[config.mk]
export PLATFORM = sky130hd
export DESIGN_NAME = up_down_counter_param
export DESIGN_NICKNAME = d
export VERILOG_FILES = /design/src/rtl/counter_pkg.sv /design/src/rtl/toggle_ff_async.sv /design/src/rtl/up_down_counter_param.sv
export SDC_FILE = /design/constraint.sdc
export NUM_CORES = 1
export LEC_CHECK = 0
export ABC_CLOCK_PERIOD_IN_PS = 1800
export CAP_MARGIN = 10
export CORE_AREA = 2 2 39 41
export CTS_CLUSTER_SIZE = 20
export DETAILED_ROUTE_END_ITERATION = 12
export DIE_AREA = 0 0 41 43
export DONT_BUFFER_PORTS = 1
export PLACE_DENSITY_LB_ADDON = 0.05
export SLEW_MARGIN = 5
export SYNTH_ARGS = -nofsm -noshare
export SYNTH_HDL_FRONTEND = slang
export SYNTH_HIERARCHICAL = 1
export SYNTH_SLANG_ARGS = --single-unit
[constraint.sdc]
create_clock -name clock_signal -period 1.8 [get_ports clock_signal]
set_clock_uncertainty 0.1 [all_clocks]
set_input_delay 0.27 -clock clock_signal [delete_from_list [all_inputs] [get_ports clock_signal]]
set_output_delay 0.27 -clock clock_signal [all_outputs]
set_load 0.01 [all_outputs]
[src/rtl/counter_pkg.sv]
// Shared constants and load clamp for the parametrised up/down counter.
package counter_pkg;

  localparam logic DIR_UP   = 1'b1;
  localparam logic DIR_DOWN = 1'b0;

  localparam int MODE_WRAP = 0;
  localparam int MODE_SAT  = 1;

  function automatic logic [15:0] clamp_load(
    input logic [15:0] v,
    input logic [15:0] max_v
  );
    return (v > max_v) ? max_v : v;
  endfunction

endpackage

[src/rtl/toggle_ff_async.sv]
// One-bit toggle flip-flop, asynchronous active-high clear.
module toggle_ff_async (
  input  logic clk_i,
  input  logic rst_i,
  input  logic t_i,
  output logic q_o
);

  logic q_q;
  logic q_d;

  assign q_d = q_q ^ t_i;

  always_ff @(posedge clk_i or posedge rst_i) begin
    if (rst_i) begin
      q_q <= 1'b0;
    end else begin
      q_q <= q_d;
    end
  end

  assign q_o = q_q;

endmodule

[src/rtl/up_down_counter_param.sv]
// Modulo-N up/down counter on a T flip-flop chain.
// Load beats count; optional saturation; cascade via carry_out.
module up_down_counter_param
  import counter_pkg::*;
#(
  parameter int WIDTH    = 4,
  parameter int MODULUS  = 2**WIDTH,
  parameter int SATURATE = MODE_WRAP
) (
  input  logic             clock_signal,
  input  logic             reset_signal,
  input  logic             enable,
  input  logic             up_down,
  input  logic             load,
  input  logic [WIDTH-1:0] load_value,
  output logic [WIDTH-1:0] count,
  output logic             carry_out,
  output logic             at_boundary
);

  localparam logic [WIDTH-1:0] MaxV =
    WIDTH'(MODULUS - 1);

  logic [WIDTH-1:0] count_q;
  logic [WIDTH-1:0] count_d;
  logic [WIDTH-1:0] t;
  logic [WIDTH-1:0] lv_c;
  logic             dir_up;

  assign dir_up = (up_down == DIR_UP);

  assign lv_c = WIDTH'(clamp_load(
    16'(load_value), 16'(MODULUS - 1)));

  assign at_boundary = dir_up
    ? (count_q == MaxV)
    : (count_q == '0);

  assign carry_out = enable & at_boundary;

  always_comb begin
    count_d = count_q;
    if (load) begin
      count_d = lv_c;
    end else if (enable) begin
      if (at_boundary) begin
        if (SATURATE == MODE_SAT) begin
          count_d = count_q;
        end else begin
          count_d = dir_up ? '0 : MaxV;
        end
      end else if (dir_up) begin
        count_d = count_q + WIDTH'(1);
      end else begin
        count_d = count_q - WIDTH'(1);
      end
    end
  end

  // Each bit toggles exactly where current and next state differ.
  assign t = count_q ^ count_d;

  for (genvar i = 0; i < WIDTH; i++) begin : g_bit
    toggle_ff_async u_tff (
      .clk_i (clock_signal),
      .rst_i (reset_signal),
      .t_i   (t[i]),
      .q_o   (count_q[i])
    );
  end

  assign count = count_q;

endmodule
# [After elaboration in Yosys (flattened, before gate mapping)]
# Cells that the tools add are included.
[word_totals] regBits=4 in_bits=9 output_inout_bits=6 word_cells=20
[classes] add_sub_neg=2 n_eq_ne=1 mux=6 n_bitwise=6 n_reduce_logical=1
[op_table] operator="4-bit two-way mux" count=5
[op_table] operator="4-bit by 1-bit adder with 4-bit output (second input constant)" count=1
[op_table] operator="4-bit equality test (second input constant)" count=1
[op_table] operator="4-bit zero test" count=1
[op_table] operator="4-bit by 1-bit subtractor with 4-bit output (second input constant)" count=1
[op_table] operator="1-bit bitwise XOR" count=4
[op_table] operator="4-bit bitwise XOR" count=1
[op_table] operator="1-bit AND" count=1
[op_table] operator="1-bit two-way mux" count=1

# [Depth between registers and ports, before layout]
[depth] depth_word=7 depth_mapped=8 mapped_depth_nobuf=8

# [Modules after synthesis]
# Netlist, hierarchy kept.
[modules_own_cells] module="up_down_counter_param" n_inst=1 cells_per_inst=41 area_each_um2=294.0 seq_area_each_um2=0.0
[modules_own_cells] module="toggle_ff_async" n_inst=4 cells_per_inst=3 area_each_um2=37.5 seq_area_each_um2=25.0

# [Worst setup path before layout]
# OpenSTA, ideal clock, no wires.
[synth_timing] kind="reg-to-reg" from="reg g_bit[2].u_tff.q_q" to="reg g_bit[3].u_tff.q_q" setup_ns=0.141 t_arrival_ns=1.845 t_required_ns=1.559 path_slack_ns=-0.286 path_stages_with_launch=7 path_buffers=0 synth_period_minus_slack_ns=2.086 path_cell_list="dfrtp_1 > or4_4 > mux2i_4 > a21oi_2 > or3_1 > a32oi_1 > xor2_1"
[synth_between] elab_chain_cells=7 elab_cells_between_ends=11 classes_between="add/sub: 2; eq/ne: 1; mux: 5; bitwise: 2; reduce/logical: 1"
[synth_lines] item="from (decl)" line_no="toggle_ff_async.sv:9" text="logic q_q;"
[synth_lines] item="from (signal assigned)" line_no="toggle_ff_async.sv:18" text="q_q <= q_d;"
[synth_lines] item="4-bit equality test or 4-bit zero test (tied branches)" line_no="up_down_counter_param.sv:36, up_down_counter_param.sv:37"
[synth_lines] item="1-bit two-way mux (*)" line_no="up_down_counter_param.sv:36" text="? (count_q == MaxV)"
[synth_lines] item="via at_boundary" line_no="up_down_counter_param.sv:18" text="output logic at_boundary"
[synth_lines] item="4-bit two-way mux (*)" line_no="up_down_counter_param.sv:46" text="if (at_boundary) begin"
[synth_lines] item="4-bit two-way mux (*)" line_no="up_down_counter_param.sv:45" text="end else if (enable) begin"
[synth_lines] item="4-bit two-way mux (*)" line_no="up_down_counter_param.sv:43" text="if (load) begin"
[synth_lines] item="4-bit bitwise XOR (*)" line_no="up_down_counter_param.sv:61" text="assign t = count_q ^ count_d;"
[synth_lines] item="via t[3]" line_no="up_down_counter_param.sv:26" text="logic [WIDTH-1:0] t;"
[synth_lines] item="1-bit bitwise XOR (*)" line_no="toggle_ff_async.sv:12" text="assign q_d = q_q ^ t_i;"
[synth_lines] item="via g_bit[3].u_tff.q_d" line_no="toggle_ff_async.sv:10" text="logic q_d;"
[synth_lines] item="to (signal assigned)" line_no="toggle_ff_async.sv:18"
[synth_lines] item="to (decl)" line_no="toggle_ff_async.sv:9"
# Mark *: on every way through the listed nets, which the timed path passes. The rest lies on a longest branch.

# [Final worst setup path]
[layout_timing] from="reg g_bit[0].u_tff.q_q" to="reg g_bit[3].u_tff.q_q"
[layout_between] elab_chain_cells=7 elab_cells_between_ends=11 classes_between="add/sub: 2; eq/ne: 1; mux: 5; bitwise: 2; reduce/logical: 1"
[layout_lines] item="from (decl)" line_no="toggle_ff_async.sv:9"
[layout_lines] item="from (signal assigned)" line_no="toggle_ff_async.sv:18"
[layout_lines] item="4-bit by 1-bit subtractor with 4-bit output, or another cell as far along" line_no="up_down_counter_param.sv:55" text="count_d = count_q - WIDTH'(1);"
[layout_lines] item="4-bit two-way mux or 1-bit two-way mux (tied branches)" line_no="up_down_counter_param.sv:52, up_down_counter_param.sv:36"
[layout_lines] item="4-bit two-way mux (*)" line_no="up_down_counter_param.sv:46"
[layout_lines] item="4-bit two-way mux (*)" line_no="up_down_counter_param.sv:45"
[layout_lines] item="4-bit two-way mux (*)" line_no="up_down_counter_param.sv:43"
[layout_lines] item="4-bit bitwise XOR (*)" line_no="up_down_counter_param.sv:61"
[layout_lines] item="via t[3]" line_no="up_down_counter_param.sv:26"
[layout_lines] item="1-bit bitwise XOR (*)" line_no="toggle_ff_async.sv:12"
[layout_lines] item="via g_bit[3].u_tff.q_d" line_no="toggle_ff_async.sv:10"
# Marked as above.

==> flow_summary.yaml <==
critical_path:
  worstPathMaxFanout: 4
  crit_arrival_ns: 2.16
  cp_cell_sequence: "or4_4 -> mux2i_4 -> a21oi_2 -> or3_1 -> a32oi_2 -> xor2_1"
  cp.required_ns: 1.85
  cp_slowest_stage_delay_ns: 0.52
  path_class: "reg -> reg"
  crit_path_top_delay_cell: "or4_4"
  cp-start-kind: "flop"
  crit_path_end_kind: "flop"
placement:
  gp_congestion: 0.731
  dp_slack_ns: -0.215
  dp_hpwl_um: 853
  postPlaceCellArea_um2: 549
  io_buffers: 0
logic_synthesis:
  synth_area_leaders: "dfrtp_1 23%, xor2_1 12%, inv_1 7.6%, a21oi_1 6.8%, ha_1 5.6%"
  ys_ff_latch: 4
  ys_top_cells_by_count: "9 x inv_1, 6 x a21oi_1, 6 x xor2_1, 4 x dfrtp_1"
  syn_nets: 65
  synth_most_common_cell: "inv_1"
  synth_warnings: 6
  async_flop_share: 1.00
  synth.avg_cell_area_um2: 8.38
  synth_top_area_share: 0.225
  ys.flop_type: "dfrtp_1"
  syn_area_um2: 444
  seq_area_frac_synth: 0.225
  syn_inst: 53
  synth_area_leader_cell: "dfrtp_1"
  synth.distinct_cells: 26
  synth-edff-count: 0
sta:
  maxSlewHeadroom: 0.773
  drv_slew: 0
  holdWs_ns: 0.132
  period_needed_ns: 2.11
  finalSetupViolCount: 5
  worst_pin_slew_ns: 0.339
  period_share: 1.17
  setup_ws_ns: -0.311
  fmax_mhz: 474
  rsz0062_at_grt: "true"
  hold_viol: 0
routing:
  routed_wirelength_mm: 1.16
  via_per_inst: 5.33
  firstDrtPassIters: 4
  wire_per_inst_um: 13.6
  route.detailed.drc: 0
  vias: 453
  drtIter0Drc: 4
  ant_nets: 0
cts:
  clk_pin_slew_worst_paths_ns: 0.04
  clock-sinks: 4
  cts_inserted_buffers: 3
  cts_tree: "yes"
  h-tree-depth: 1
  cts_root_buf: "clkbuf_4"
  clk_path_buf_depth: 2
  clk_latency_ns: 0.24
floorplan:
  initial_utilization: 0.321
  rows: 14
  design.die.area_mm2: 0.00176
  die_w_um: 41
  core_mm2: 0.00138
  die_h_um: 43
  io_pins: 15
finish:
  syn_to_final_growth_pct: 42.0
  nNetsFinal: 82
  drive_gt1_frac: 0.420
  fillers: 146
  finish.instance_area_um2: 631
  largest_register_ffs: 4
  num_antenna_cells: 0
  final_util: 0.456
pwr:
  irDropWorstVdd_v: 0.000870
  p_per_area_mw_per_mm2: 1790
  p_leak_nw: 0.294
global_route:
  grt_usage: 0.147
  antenna_found_initial: 0
  grt_max_degree: 12
  overflow: 0
  grt_pass1_vias: 464
  grt_pass1_wl_mm: 1.76
run_status:
  status: "complete, but fails checks"
  violations: "negative setup slack"
job:
  max_cap_violations: 0
hold_path:
  hold_class: "in -> reg"
## power by group
part,internal [mW],switching (mW)
Combinational,0.416,0.384
Clock,0.0835,0.0412
Sequential,0.149,0.0568
Total,0.648,0.482
## worst max-delay path, delay by kind of cell, from the launching register on
family                    cells  cell delay (ns)
and+or+nand+nor               2             0.85
DFF                           1             0.40
AOI/OAI and AO/OA             2             0.25
muxes                         1             0.23
xor gates and xnor gates      1             0.18
## metrics by stage
stage          instances  power [mW]  TNS (ns)
2_1_floorplan         53       0.635    -0.598
3_3_place_gp          79       0.885    -0.379
3_5_place_dp          79       0.910    -0.519
4_1_cts               84        1.05    -0.946
5_1_grt               85        1.23     -1.50
6_report              85        1.13     -1.06
## routing by layer
layer	routed length [um]	share of wire	global-route usage	vias to the layer above
met5	0	0	0	-
met4	13	0.011	0.0400	0
met3	112	0.097	0.0524	2
met2	620	0.53	0.256	21
met1	412	0.36	0.156	217
li1	-	-	-	213
## what timing repair did
action | CTS | global route
hold buffers | 1 | 0
setup endpoints to repair | 5 | 5
endpoints found under the hold margin | 4 | 0
buffers inserted | 0 | 1
pin swaps | 3 | 5
resized for setup | 2 | 6
## cells in the final DEF (no fill, tap or decap), drive strengths merged
| cell type | synthesis | routed |
|---|---|---|
| o21bai | 1 | 1 |
| fa | 1 | 1 |
| xor2 | 6 | 6 |
| nand2b | 2 | 2 |
| xnor2 | 1 | 1 |
| ha | 2 | 2 |
| nand3 | 2 | 2 |
| o21ai | 3 | 3 |
| inv | 9 | 9 |
| nor2 | 1 | 1 |
| dfrtp | 4 | 4 |
| o21a | 1 | 1 |
| nor2b | 2 | 2 |
| or3 | 1 | 1 |
| a21o | 2 | 2 |
| a21oi | 7 | 7 |
| dlygate4sd3 | 0 | 1 |
| a31oi | 1 | 1 |
| buf | 1 | 12 |
| nand4 | 1 | 1 |
| and2 | 1 | 1 |
| or4 | 1 | 1 |
| a32oi | 1 | 1 |
| o31a | 1 | 1 |
| mux2i | 1 | 1 |
| clkbuf | 0 | 4 |
## path summary, 6_finish.rpt
kind | from | endpoint | slack (ns) | cells past startpoint
setup / recovery | g_bit[0].u_tff/q_o$_DFF_PP0_ | g_bit[3].u_tff/q_o$_DFF_PP0_ | -0.31 | 6
hold / removal | load | g_bit[0].u_tff/q_o$_DFF_PP0_ | 0.13 | 2
setup reg to reg | g_bit[0].u_tff/q_o$_DFF_PP0_ | g_bit[3].u_tff/q_o$_DFF_PP0_ | -0.31 | 6
hold reg to reg | g_bit[0].u_tff/q_o$_DFF_PP0_ | g_bit[0].u_tff/q_o$_DFF_PP0_ | 0.47 | 2
max in group asynchronous | reset_signal | g_bit[0].u_tff/q_o$_DFF_PP0_ | 1.21 | 2
min in group asynchronous | reset_signal | g_bit[1].u_tff/q_o$_DFF_PP0_ | 0.28 | 2
## kinds of logic (layout without fill, tap and decap cells)
family / after synthesis / after routing / share of synthesized area
xor+xnor: 7 / 7 / 0.138
mux: 1 / 1 / 0.0507
compound gates: 17 / 17 / 0.242
fa+ha+maj: 3 / 3 / 0.101
simple gates: 11 / 11 / 0.155
flops: 4 / 4 / 0.225
buf+inv: 10 / 26 / 0.0873
## area by class of cell
cell class | instances | area (um^2) | area share
Sequential cell | 4 | 104 | 0.165
Multi-Input combinational cell | 39 | 343 | 0.544
Tap cell | 16 | 20.0 | 0.0317
Inverter | 9 | 33.8 | 0.0536
Timing Repair Buffer | 13 | 104 | 0.165
Clock buffer | 4 | 26.3 | 0.0417
(Power assumes the default switching activity.)
